$ cat src/rtl/sd_beat_packer_pkg.sv
// Shared constants, beat record and strobe helper for the SD DMA beat packer.
package sd_dma_pkg;

   localparam int DATA_WIDTH = 256;
   localparam int IN_WIDTH   = 16;
   localparam int FIFO_DEPTH = 4;
   localparam int STRB_WIDTH = DATA_WIDTH / 8;
   localparam int LANES      = DATA_WIDTH / IN_WIDTH;
   localparam int LANE_W     = (LANES > 1) ? $clog2(LANES) : 1;
   localparam int DEPTH_W    = $clog2(FIFO_DEPTH);
   localparam int CNT_W      = DEPTH_W + 1;

   // One buffered output beat: data, byte strobes and transfer-end flag.
   typedef struct packed {
      logic [DATA_WIDTH-1:0] data;
      logic [STRB_WIDTH-1:0] strb;
      logic                  last;
   } beat_t;

   // Strobe mask covering the two byte lanes of 16-bit word lane idx.
   function automatic logic [STRB_WIDTH-1:0] lane_strb(input int unsigned idx);
      logic [STRB_WIDTH-1:0] m;
      m      = '0;
      m[1:0] = 2'b11;
      return m << (2 * idx);
   endfunction

endpackage

$ cat src/rtl/sd_beat_packer_if.sv
// Word-in / beat-out handshake bundle of the beat packer.
interface sd_beat_packer_if #(
   parameter int DATA_WIDTH = 256,
   parameter int IN_WIDTH   = 16
);
   localparam int STRB_WIDTH = DATA_WIDTH / 8;

   logic                  in_en;
   logic [IN_WIDTH-1:0]   in_data;
   logic                  in_last;
   logic                  out_valid;
   logic                  out_ready;
   logic [DATA_WIDTH-1:0] out_data;
   logic [STRB_WIDTH-1:0] out_strb;
   logic                  out_last;

   // Packer side: consumes words, produces beats.
   modport slave (
      input  in_en, in_data, in_last, out_ready,
      output out_valid, out_data, out_strb, out_last
   );

   // Environment side: produces words, consumes beats.
   modport master (
      output in_en, in_data, in_last, out_ready,
      input  out_valid, out_data, out_strb, out_last
   );
endinterface

$ cat src/rtl/sd_beat_packer_fifo.sv
// Small synchronous first-word-fall-through FIFO holding packed beats.
module sd_beat_fifo #(
   parameter int WIDTH = 8,
   parameter int DEPTH = 4
) (
   input  logic                       i_clk,
   input  logic                       i_rst,
   input  logic                       i_push,
   input  logic [WIDTH-1:0]           i_wdata,
   input  logic                       i_pop,
   output logic [WIDTH-1:0]           o_rdata,
   output logic                       o_empty,
   output logic [$clog2(DEPTH):0]     o_count
);
   localparam int AW = $clog2(DEPTH);

   logic [WIDTH-1:0] r_mem [DEPTH];
   logic [AW-1:0]    r_wr_ptr;
   logic [AW-1:0]    r_rd_ptr;
   logic [AW:0]      r_count;
   logic             w_full;
   logic             w_empty;
   logic             w_do_pop;
   logic             w_do_push;

   assign w_full    = (r_count == (AW+1)'(DEPTH));
   assign w_empty   = (r_count == '0);
   assign w_do_pop  = i_pop && !w_empty;
   // A push into a full FIFO only lands when the head leaves in the same cycle.
   assign w_do_push = i_push && (!w_full || w_do_pop);

   // Storage write; contents need no reset because the head is masked while empty.
   always_ff @(posedge i_clk) begin
      if (w_do_push)
         r_mem[r_wr_ptr] <= i_wdata;
   end

   // Pointer and occupancy bookkeeping.
   always_ff @(posedge i_clk) begin
      if (i_rst) begin
         r_wr_ptr <= '0;
         r_rd_ptr <= '0;
         r_count  <= '0;
      end else begin
         if (w_do_push)
            r_wr_ptr <= r_wr_ptr + 1'b1;
         if (w_do_pop)
            r_rd_ptr <= r_rd_ptr + 1'b1;
         if (w_do_push && !w_do_pop)
            r_count <= r_count + 1'b1;
         else if (w_do_pop && !w_do_push)
            r_count <= r_count - 1'b1;
      end
   end

   assign o_rdata = w_empty ? '0 : r_mem[r_rd_ptr];
   assign o_empty = w_empty;
   assign o_count = r_count;
endmodule

$ cat src/rtl/sd_beat_packer.sv
// Packs 16-bit SD words into wide beats and queues them for the AXI writer.
module sd_beat_packer
   import sd_dma_pkg::*;
(
   input  logic             sys_clk,
   input  logic             rst,
   sd_beat_packer_if.slave  bus,
   output logic             overflow,
   output logic [15:0]      beat_count
);
   logic [LANE_W-1:0]     r_idx;
   logic [DATA_WIDTH-1:0] r_asm_data;
   logic [STRB_WIDTH-1:0] r_asm_strb;
   logic                  r_overflow;
   logic [15:0]           r_beat_count;

   logic [DATA_WIDTH-1:0] w_merge_data;
   logic [STRB_WIDTH-1:0] w_merge_strb;
   logic                  w_close;
   logic                  w_pop;
   logic                  w_full;
   logic                  w_drop;
   logic                  w_empty;
   logic [CNT_W-1:0]      w_fifo_count;
   beat_t                 w_wbeat;
   beat_t                 w_rbeat;

   // Overlay the incoming word onto its lane so the closing word joins the beat it ends.
   generate
      for (genvar gi = 0; gi < LANES; gi++) begin : g_lane
         assign w_merge_data[gi*IN_WIDTH +: IN_WIDTH] =
            (bus.in_en && (r_idx == LANE_W'(gi))) ? bus.in_data
                                                   : r_asm_data[gi*IN_WIDTH +: IN_WIDTH];
      end
   endgenerate

   assign w_merge_strb = bus.in_en ? (r_asm_strb | lane_strb(32'(r_idx))) : r_asm_strb;
   assign w_close      = bus.in_en && ((r_idx == LANE_W'(LANES-1)) || bus.in_last);
   assign w_pop        = bus.out_valid && bus.out_ready;
   assign w_full       = (w_fifo_count == CNT_W'(FIFO_DEPTH));
   assign w_drop       = w_close && w_full && !w_pop;

   assign w_wbeat.data = w_merge_data;
   assign w_wbeat.strb = w_merge_strb;
   assign w_wbeat.last = bus.in_last;

   // Lane assembly: accumulate words, restart from lane 0 once a beat closes.
   always_ff @(posedge sys_clk) begin
      if (rst) begin
         r_idx      <= '0;
         r_asm_data <= '0;
         r_asm_strb <= '0;
      end else if (bus.in_en) begin
         if (w_close) begin
            r_idx      <= '0;
            r_asm_data <= '0;
            r_asm_strb <= '0;
         end else begin
            r_idx      <= r_idx + 1'b1;
            r_asm_data <= w_merge_data;
            r_asm_strb <= w_merge_strb;
         end
      end
   end

   // Sticky drop flag and accepted-beat counter; the input side cannot be stalled.
   always_ff @(posedge sys_clk) begin
      if (rst) begin
         r_overflow   <= 1'b0;
         r_beat_count <= '0;
      end else begin
         if (w_drop)
            r_overflow <= 1'b1;
         if (w_close && !w_drop)
            r_beat_count <= r_beat_count + 16'd1;
      end
   end

   sd_beat_fifo #(
      .WIDTH ($bits(beat_t)),
      .DEPTH (FIFO_DEPTH)
   ) u_fifo (
      .i_clk   (sys_clk),
      .i_rst   (rst),
      .i_push  (w_close),
      .i_wdata (w_wbeat),
      .i_pop   (w_pop),
      .o_rdata (w_rbeat),
      .o_empty (w_empty),
      .o_count (w_fifo_count)
   );

   assign bus.out_valid = !w_empty;
   assign bus.out_data  = w_rbeat.data;
   assign bus.out_strb  = w_rbeat.strb;
   assign bus.out_last  = w_rbeat.last;
   assign overflow      = r_overflow;
   assign beat_count    = r_beat_count;
endmodule

$ cat src/flat_wrapper.sv
// flat-port wrapper written by rule: the top's interface ports become plain ports
module sd_beat_packer_flat import sd_dma_pkg::*;
  (sys_clk, rst, overflow, beat_count, bus_in_en, bus_in_data, bus_in_last, bus_out_ready, bus_out_valid, bus_out_data, bus_out_strb, bus_out_last);
  sd_beat_packer_if #(.DATA_WIDTH(DATA_WIDTH), .IN_WIDTH(IN_WIDTH)) bus_i ();
  input  logic sys_clk;
  input  logic rst;
  output logic overflow;
  output logic [15:0] beat_count;
  input wire logic [$bits(bus_i.in_en)-1:0] bus_in_en;
  input wire logic [$bits(bus_i.in_data)-1:0] bus_in_data;
  input wire logic [$bits(bus_i.in_last)-1:0] bus_in_last;
  input wire logic [$bits(bus_i.out_ready)-1:0] bus_out_ready;
  output wire logic [$bits(bus_i.out_valid)-1:0] bus_out_valid;
  output wire logic [$bits(bus_i.out_data)-1:0] bus_out_data;
  output wire logic [$bits(bus_i.out_strb)-1:0] bus_out_strb;
  output wire logic [$bits(bus_i.out_last)-1:0] bus_out_last;
  assign bus_i.in_en = bus_in_en;
  assign bus_i.in_data = bus_in_data;
  assign bus_i.in_last = bus_in_last;
  assign bus_i.out_ready = bus_out_ready;
  assign bus_out_valid = bus_i.out_valid;
  assign bus_out_data = bus_i.out_data;
  assign bus_out_strb = bus_i.out_strb;
  assign bus_out_last = bus_i.out_last;
  sd_beat_packer u_core (.sys_clk(sys_clk), .rst(rst), .bus(bus_i), .overflow(overflow), .beat_count(beat_count));
endmodule
$ cat config.mk
export PLATFORM = sky130hd
export DESIGN_NAME = sd_beat_packer_flat
export DESIGN_NICKNAME = d
export VERILOG_FILES = /design/src/rtl/sd_beat_packer_pkg.sv /design/src/rtl/sd_beat_packer_if.sv /design/src/rtl/sd_beat_packer_fifo.sv /design/src/rtl/sd_beat_packer.sv /design/src/flat_wrapper.sv
export SDC_FILE = /design/constraint.sdc
export NUM_CORES = 1
export LEC_CHECK = 0
export ABC_AREA = 0
export BUFFER_PORTS_ARGS = -buffer_cell sky130_fd_sc_hd__buf_4
export CORE_MARGIN = 3
export CORE_UTILIZATION = 60
export CTS_CLUSTER_DIAMETER = 120
export CTS_CLUSTER_SIZE = 25
export DETAILED_ROUTE_END_ITERATION = 8
export PLACE_DENSITY = 0.79
export SYNTH_ARGS = -nofsm -noshare
export SYNTH_HDL_FRONTEND = slang
export SYNTH_HIERARCHICAL = 1
export SYNTH_SLANG_ARGS = --single-unit
$ cat constraint.sdc
create_clock -name sys_clk -period 23 [get_ports sys_clk]
set_input_delay 0 -clock sys_clk [delete_from_list [all_inputs] [get_ports sys_clk]]
set_output_delay 0 -clock sys_clk [all_outputs]
set_load 0.02 [all_outputs]
==> impl_metrics.env <==
export IMPL_fin_setup_tns_ns=0
export IMPL_synth_simple_area_share=0.0885
export IMPL_start_util=0.607
export IMPL_num_rows=113
export IMPL_slew_viol_final=0
export IMPL_crit_type="reg2reg"
export IMPL_synth_edf_count=1156
export IMPL_synth_top_family_by_area="multiplexers"
export IMPL_post_cts_buffers=0
export IMPL_critPathCaptureType="flip-flop"
export IMPL_p_int_uw=4230
export IMPL_utilization=0.662
export IMPL_place_congestion=0.772
export IMPL_firstDrtPassIters=6
export IMPL_ctsLongestPathBuffers=3
export IMPL_synth_top_area_cell="edfxtp_1"
export IMPL_slew_headroom=0.207
export IMPL_grt_max_degree=123
export IMPL_root_buffer="clkbuf_16"
export IMPL_yosysTopAreaCellShare=0.599
export IMPL_wire_per_inst_um=27.3
export IMPL_worst_path_max_fanout=69
export IMPL_antenna_found_initial=9
export IMPL_drtAntennaViolNets=0
export IMPL_yosys_warnings=6
export IMPL_synth_fa_ha_area_frac=0.00294
export IMPL_numCtsBuffers=68
export IMPL_die_h_um=317
export IMPL_path_cells="ha_1, a31o_2, and2_1, o41a_1, and2_4, buf_4, buf_4, buf_4"
export IMPL_drv_cap=0
export IMPL_syn_avg_cell_area_um2=16.7
export IMPL_seq_area_frac_synth=0.709
export IMPL_yosys_register_bits=1474
export IMPL_critPathRequiredTime_ns=23.29
export IMPL_coreArea_um2=95400
export IMPL_leakage_uw=0.0220
export IMPL_io_buffers=327
export IMPL_startpoint_type="flip-flop"
export IMPL_power_frac_seq=0.490
export IMPL_grt_overflow_total=0
export IMPL_critical_path_most_common_cell="buf_4"
export IMPL_grt_pass1_wl_um=201000
export IMPL_cts_sinks=1474
export IMPL_dieWidth_um=317
export IMPL_clkSlewWorstSetupHoldPaths_ns=0.10
export IMPL_via_count=31485
export IMPL_worst_path_buf_inv=3
export IMPL_die_area_um2=100000
export IMPL_drive_above_1_share=0.229
export IMPL_synthMuxAreaShare=0.129
export IMPL_area_delta_synth_final_pct=9.04
export IMPL_final_min_clock_period_ns=5.18
export IMPL_p_per_area_nw_per_um2=96.5
export IMPL_first_global_vias=30479
export IMPL_syn_nets=3496
export IMPL_ios=328
export IMPL_synth_area_leaders="edfxtp_1, mux4_2, dfxtp_1"
export IMPL_drtIter0Drc=3919
export IMPL_arrival_ns=5.47
export IMPL_post_place_cells=4854
export IMPL_routed_via_density=6.30
export IMPL_cts_tree="built"
export IMPL_synthXorXnorAreaFrac=0.000907
export IMPL_ys_async_sr_fraction=0
export IMPL_status="finished, final reports clean"
export IMPL_h_tree_depth=3
export IMPL_period_share=0.225
export IMPL_synth_cells=3462
export IMPL_fin_cells=5000
export IMPL_clockPowerShare=0.224
export IMPL_postLayoutCellArea_um2=63200
export IMPL_fmax_mhz=193
export IMPL_setup_viol=0
export IMPL_tightest_slew_ns=1.19
export IMPL_critPathMaxStageDelay_ns=0.94
export IMPL_switchingPower_uw=1860
export IMPL_synth_lib_cells_used_distinct=61
export IMPL_crit_family="buffers and inverters"
export IMPL_cts_hold_buf=21
export IMPL_finalWirelength_um=137000
export IMPL_synth_ff_type="edfxtp_1"
export IMPL_hp_class="in2reg"
export IMPL_finalHoldViolations=0
export IMPL_p_comb_frac=0.286
export IMPL_worst_clock_skew_ns=0.0353
export IMPL_nets=3714
export IMPL_grt_use_total=0.272
export IMPL_insertion_delay_ns=0.65
export IMPL_crit_slowest_cell="buf_4"
export IMPL_switching_share=0.306
export IMPL_hpwl_um=82300
export IMPL_rsz0062_at_grt="false"
export IMPL_drc=0
export IMPL_ir_drop_mv=0.0740
export IMPL_synth_compound_area_frac=0.0458
export IMPL_syn_area_um2=57900
export IMPL_ctsResizeCount=0
export IMPL_dpl_cell_area_um2=61000
final timing paths:
path | from | end | slack, ns | cells past startpoint
min | bus_in_last | u_core/u_fifo/r_mem[2][0] | 0.23 | 2
min reg2reg | u_core/r_asm_data[240] | u_core/r_asm_data[240] | 0.47 | 1
max reg2reg | u_core/r_idx[1] | u_core/u_fifo/r_mem[0][202] | 17.82 | 8
max | u_core/r_idx[1] | u_core/u_fifo/r_mem[0][202] | 17.82 | 8
state kept, by name (all words and copies together), names as in the netlist, named ones only:
signal                  count
u_core/u_fifo/o_count       3
u_core/r_idx                4
u_core/beat_count          16
u_core/u_fifo/r_mem      1156
u_core/u_fifo/r_wr_ptr      2
u_core/u_fifo/r_rd_ptr      2
u_core/r_asm_data         256
u_core/r_asm_strb          32
u_core/overflow             1
power groups by stage:
stage,combinational [uW],sequential (uW),clock [uW]
after global routing,1850,3000,1490
after floorplan,1100,3050,0
after detailed placement,1770,3050,0
after global placement,1760,3040,0
final,1740,2990,1370
after CTS,1780,2990,1390
final cells by class:
cell class	count	area [um2]
Multi-Input combinational cell	1739	15500
Clock buffer	119	1960
Inverter	9	33.8
Fill cell	6416	32300
Sequential cell	1474	41100
Timing Repair Buffer	388	2980
Clock inverter	4	50.0
Antenna cell	2	5.00
Tap cell	1265	1580
layer usage:
| metal | track usage | share of wire | vias up |
|---|---|---|---|
| met2 | 0.432 | 0.48 | 1636 |
| met5 | 0 | 0.00044 | - |
| li1 | - | - | 13506 |
| met4 | 0.0769 | 0.028 | 8 |
| met1 | 0.394 | 0.39 | 16138 |
| met3 | 0.0498 | 0.094 | 197 |
worst reg2reg max path, delay by kind of cell (launching register included):
kind	cells	cell delay, ns
AOI/OAI and AO/OA	2	0.70
adders and majority gates	1	0.59
buffers and inverters	3	2.36
DFF	1	0.42
and+or+nand+nor	2	0.73
placed cells by master, fill, tap and decap left out, types with 71 or more instances in the layout:
master | Yosys | routed
edfxtp_1 | 1156 | 1156
nand2_1 | 558 | 558
buf_4 | 13 | 366
nor2b_1 | 318 | 318
dfxtp_1 | 318 | 316
mux4_2 | 289 | 289
o2bb2ai_1 | 112 | 112
a22o_1 | 96 | 96
mux2_2 | 82 | 82
clkbuf_16 | 0 | 71
through the flow:
stage | power, uW | hold WS, ns | setup WS [ns]
floorplan | 4150 | 0.0989 | 14.22
global placement | 4800 | 0.293 | 17.93
detailed placement | 4810 | 0.292 | 17.79
CTS | 6150 | 0.205 | 17.52
global route | 6340 | 0.229 | 17.22
finish | 6100 | 0.232 | 17.82
synthesized netlist by cell type, drive strengths merged (18+ instances only):
library cell	number
buf	126
nor2b	319
o21ai	19
and2	53
mux4	289
edfxtp	1156
a21oi	18
clkbuf	114
mux2	82
o2bb2ai	112
nand2b	27
nor2	36
a22o	96
dfxtp	318
nand2	559
logic make-up after synthesis:
| family | after synthesis |
|---|---|
| xor+xnor | 6 |
| buf+inv | 249 |
| mux | 374 |
| compound gates | 304 |
| simple gates | 1042 |
| fa+ha+maj | 13 |
| flops | 1474 |
No activity file was read; power rests on OpenSTA's default activity.
